`config.mk`:
```
export PLATFORM = sky130hd
export DESIGN_NAME = decoder_scan_driver
export DESIGN_NICKNAME = d
export VERILOG_FILES = /design/src/rtl/scan_pkg.sv /design/src/rtl/scan_prescaler.sv /design/src/rtl/decoder_scan_driver.sv
export SDC_FILE = /design/constraint.sdc
export NUM_CORES = 1
export LEC_CHECK = 0
export ABC_AREA = 1
export ABC_CLOCK_PERIOD_IN_PS = 1000
export CAP_MARGIN = 20
export CORE_AREA = 5 5 42 44
export CTS_CLUSTER_DIAMETER = 100
export CTS_CLUSTER_SIZE = 8
export DETAILED_ROUTE_END_ITERATION = 10
export DIE_AREA = 0 0 47 49
export GPL_TIMING_DRIVEN = 0
export PLACE_DENSITY = 0.59
export SYNTH_ARGS = -nofsm -noshare
export SYNTH_HDL_FRONTEND = slang
export SYNTH_HIERARCHICAL = 1
export SYNTH_SLANG_ARGS = --single-unit
```
`constraint.sdc`:
```
create_clock -name clk -period 1 [get_ports clk]
set_input_delay 0.3 -clock clk [delete_from_list [all_inputs] [get_ports clk]]
set_output_delay 0.3 -clock clk [all_outputs]
set_load 0.005 [all_outputs]
```
`src/rtl/scan_pkg.sv`:
```
// rtl/scan_pkg.sv - shared select-code constants for the decoder scan driver
package scan_pkg;
    localparam int SEL_W = 2;

    localparam logic DIR_UP   = 1'b0;
    localparam logic DIR_DOWN = 1'b1;

    localparam logic [SEL_W-1:0] SEL_MIN = 2'd0;
    localparam logic [SEL_W-1:0] SEL_MAX = 2'd3;

    typedef logic [SEL_W-1:0] sel_t;
endpackage

```
`src/rtl/scan_prescaler.sv`:
```
// rtl/scan_prescaler.sv - enable-gated divide-by-DIV counter producing the scan tick
module scan_prescaler #(
    parameter int DIV = 4
) (
    input  logic clk,
    input  logic rst,
    input  logic en,
    input  logic clr,
    output logic tick
);
    localparam int CNT_W = (DIV > 1) ? $clog2(DIV) : 1;
    localparam logic [CNT_W-1:0] LAST = CNT_W'(DIV - 1);

    logic [CNT_W-1:0] cnt;

    // With DIV=1 the counter is pinned at 0 == LAST, so every enabled cycle ticks.
    always_ff @(posedge clk or posedge rst) begin
        if (rst) begin
            cnt <= '0;
        end else if (clr) begin
            cnt <= '0;
        end else if (en) begin
            if (cnt == LAST) begin
                cnt <= '0;
            end else begin
                cnt <= cnt + CNT_W'(1);
            end
        end
    end

    assign tick = en && (cnt == LAST);
endmodule

```
`src/rtl/decoder_scan_driver.sv`:
```
// rtl/decoder_scan_driver.sv - 2-bit decoder select scanner; SCAN_SKIP_EN adds skip_mask
module decoder_scan_driver
    import scan_pkg::*;
#(
    parameter int DIV = 4
) (
    input  logic             clk,
    input  logic             rst,
    input  logic             en,
    input  logic             dir,
    input  logic             ld,
    input  logic [SEL_W-1:0] ld_code,
`ifdef SCAN_SKIP_EN
    input  logic [3:0]       skip_mask,
`endif
    output logic [SEL_W-1:0] sel,
    output logic             step,
    output logic             frame
);
    logic tick;
    sel_t next_sel;
    logic next_wrap;

    scan_prescaler #(.DIV(DIV)) u_prescaler (
        .clk  (clk),
        .rst  (rst),
        .en   (en),
        .clr  (ld),
        .tick (tick)
    );

`ifdef SCAN_SKIP_EN
    sel_t cand;
    logic found;

    // Walk up to a full circle; landing back on sel itself still counts as a wrap.
    always_comb begin
        next_sel  = sel;
        next_wrap = 1'b0;
        cand      = sel;
        found     = 1'b0;
        for (int k = 1; k <= 4; k++) begin
            cand = (dir == DIR_DOWN) ? sel - k[SEL_W-1:0] : sel + k[SEL_W-1:0];
            if (!found && !skip_mask[cand]) begin
                found     = 1'b1;
                next_sel  = cand;
                next_wrap = (dir == DIR_DOWN) ? (int'(sel) - k < int'(SEL_MIN))
                                              : (int'(sel) + k > int'(SEL_MAX));
            end
        end
    end
`else
    always_comb begin
        next_sel  = (dir == DIR_UP) ? sel + sel_t'(1) : sel - sel_t'(1);
        next_wrap = (dir == DIR_UP) ? (sel == SEL_MAX) : (sel == SEL_MIN);
    end
`endif

    always_ff @(posedge clk or posedge rst) begin
        if (rst) begin
            sel   <= SEL_MIN;
            step  <= 1'b0;
            frame <= 1'b0;
        end else if (ld) begin
            sel   <= ld_code;
            step  <= 1'b0;
            frame <= 1'b0;
        end else if (tick) begin
            sel   <= next_sel;
            step  <= 1'b1;
            frame <= next_wrap;
        end else begin
            step  <= 1'b0;
            frame <= 1'b0;
        end
    end
endmodule

```
==> results.json <==
{
  "cts-buffers-inserted": 3,
  "num_io_pins": 11,
  "grt_max_degree": 7,
  "post-route-util": 0.345,
  "ff_latch_area_um2": 150,
  "antenna_found_initial": 0,
  "mostFrequentLayoutCell": "nand2_1",
  "seqPwrFrac": 0.434,
  "dp_cells": 67,
  "wl_um": 730,
  "pwr-share-comb": 0.218,
  "synth_seq_area_share": 0.469,
  "nNetsFinal": 68,
  "swShare": 0.255,
  "fin_worst_skew_ns": 0.00197,
  "cts.clk_slew.worst_paths_ns": 0.04,
  "crit_fanout": 4,
  "synthesis.area_um2": 320,
  "end_kind": "flop",
  "clock_path_buffers": 2,
  "final_area_um2": 483,
  "syn_avg_cell_area_um2": 7.81,
  "hpwl_um": 525,
  "vias": 305,
  "grt_usage": 0.0765,
  "dr.pass1.iters": 3,
  "place_congestion": 0.703,
  "rr_endpoint": "frame",
  "powerDensity_nw_per_um2": 1280,
  "rsz0062_at_grt": "yes",
  "multi_input_comb_area_um2": 153,
  "syn2layout_area_growth_pct": 50.8,
  "yosysUniqueCellTypes": 12,
  "p_leak_nw": 0.265,
  "arrival_ns": 1.24,
  "fin_crit_ns": 1.07,
  "relSlewSlack": 0.810,
  "cts_root_buffer": "clkbuf_4",
  "dieArea_um2": 2300,
  "ys_ff_latch": 6,
  "worstMarginPinSlew_ns": 0.286,
  "routedWlPerCell_um": 9.86,
  "internal_power_mw": 0.460,
  "crit_required_ns": 1.17,
  "yosysWarningCount": 6,
  "postPlaceCellArea_um2": 440,
  "setup.worst_path.class": "flop to flop",
  "grt_pass1_vias": 296,
  "clkLatencyLatePin_ns": 0.24,
  "post-route-period-util": 1.07,
  "drv_cap": 0,
  "power.switching_mw": 0.158,
  "max_freq_mhz": 932,
  "drive_gt1_frac": 0.397,
  "die_w_um": 47,
  "n_antenna_cell": 0,
  "netlist_instances": 41,
  "cts_tree": "built",
  "h-tree-depth": 1,
  "setup_ws_ns": -0.0735,
  "grt-ovfl-total": 0,
  "violations": "setup timing",
  "final_cell_mix": "nand2_1 (11), dfrtp_1 (6), nand3_1 (5)",
  "syn_nets": 49,
  "die_height_um": 49,
  "core_um2": 1400,
  "post-place-ws_ns": -0.446,
  "num_rows": 14,
  "drcViolationCount": 0,
  "finalSetupViolations": 7,
  "r2r.worst_path.cells": 7,
  "outcome": "complete, but fails checks",
  "p_total_mw": 0.618,
  "pwr-share-clk": 0.349,
  "fillers": 151,
  "viasPerCell": 4.12,
  "cts.sinks": 6,
  "hold_viol": 0,
  "peakVddDrop_uv": 298,
  "start_kind": "flop",
  "drt_iter0_markers": 2,
  "slew_violations": 0,
  "ff2ff_setup_slack_ns": -0.07,
  "r2r_start": "u_prescaler/cnt[0]",
  "hp-class": "input pin to async pin",
  "io_buffers": 10,
  "ant_nets": 0,
  "start_util": 0.229,
  "final_cell_count_no_fill": 74,
  "grt_pass1_wl_um": 1240
}
-- how the worst max path moves through the flow --
| stage | from | to |
|---|---|---|
| after global routing | u_prescaler/cnt[0] | sel[1] |
| after floorplan | u_prescaler/cnt[0] | sel[1] |
| after global placement | en | frame |
| after CTS | u_prescaler/cnt[1] | frame |
| after detailed placement | en | frame |
| final | u_prescaler/cnt[0] | frame |
-- through the flow --
stage / hold WS [ns] / TNS (ns)
after global routing: 0.258 / -0.645
after detailed placement: 0.486 / -2.59
after floorplan: 0.0412 / 0
after CTS: 0.235 / -0.271
final: 0.239 / -0.256
after global placement: 0.475 / -2.59
-- flip-flops by register name, indices dropped and copies added, names as in the netlist --
register and cells:
sel 2, u_prescaler/cnt 2, frame 1, step 1
-- layout make-up --
class,instances,share of cell area
sequential,6,0.311
inverter,8,0.0622
timing repair buffer,14,0.223
tap,16,0.0415
multi-input combinational,27,0.316
clock buffer,3,0.0466
-- critical path: stages (launching register included) --
cell and delay [ns]:
dfrtp_1 0.37, ha_2 0.20, nand2_2 0.05, inv_2 0.06, inv_2 0.04, nor2_4 0.12
nand2_2 0.07, a21oi_2 0.10
-- power by group through the flow --
| stage | logic (mW) | registers (mW) | clock network [mW] |
|---|---|---|---|
| 2_1_floorplan | 0.0565 | 0.274 | 0 |
| 3_3_place_gp | 0.109 | 0.277 | 0 |
| 3_5_place_dp | 0.114 | 0.276 | 0 |
| 4_1_cts | 0.129 | 0.267 | 0.226 |
| 5_1_grt | 0.151 | 0.269 | 0.238 |
| 6_report | 0.135 | 0.268 | 0.216 |
-- synth_stat cells (all sizes together) --
library cell | count | area, um^2
nor2 | 4 | 20.0
a21oi | 1 | 8.76
nand3 | 5 | 25.0
inv | 8 | 30.0
a22oi | 1 | 7.51
ha | 1 | 12.5
dfrtp | 6 | 150
nand2 | 15 | 66.3
-- cells by family after synthesis --
group,Yosys count,share of synthesized area
DFF,6,0.469
and+or+nand+nor,24,0.348
buffers and inverters,8,0.0938
adders and majority gates,1,0.0391
AOI/OAI and AO/OA,2,0.0508
-- routing by layer --
layer	vias to the layer above	GRT usage	wire length, um
met5	-	0	0
met4	0	0.0691	0
met3	0	0.0221	43
met2	8	0.104	362
met1	138	0.0919	324
li1	159	-	-
-- timing repair --
action | in CTS | in global routing
setup buffers | 3 | 1
gates resized for setup | 23 | 1
hold buffers | 0 | 0
endpoints found under the setup margin | 8 | 7
No activity file was read; power rests on OpenSTA's default activity.
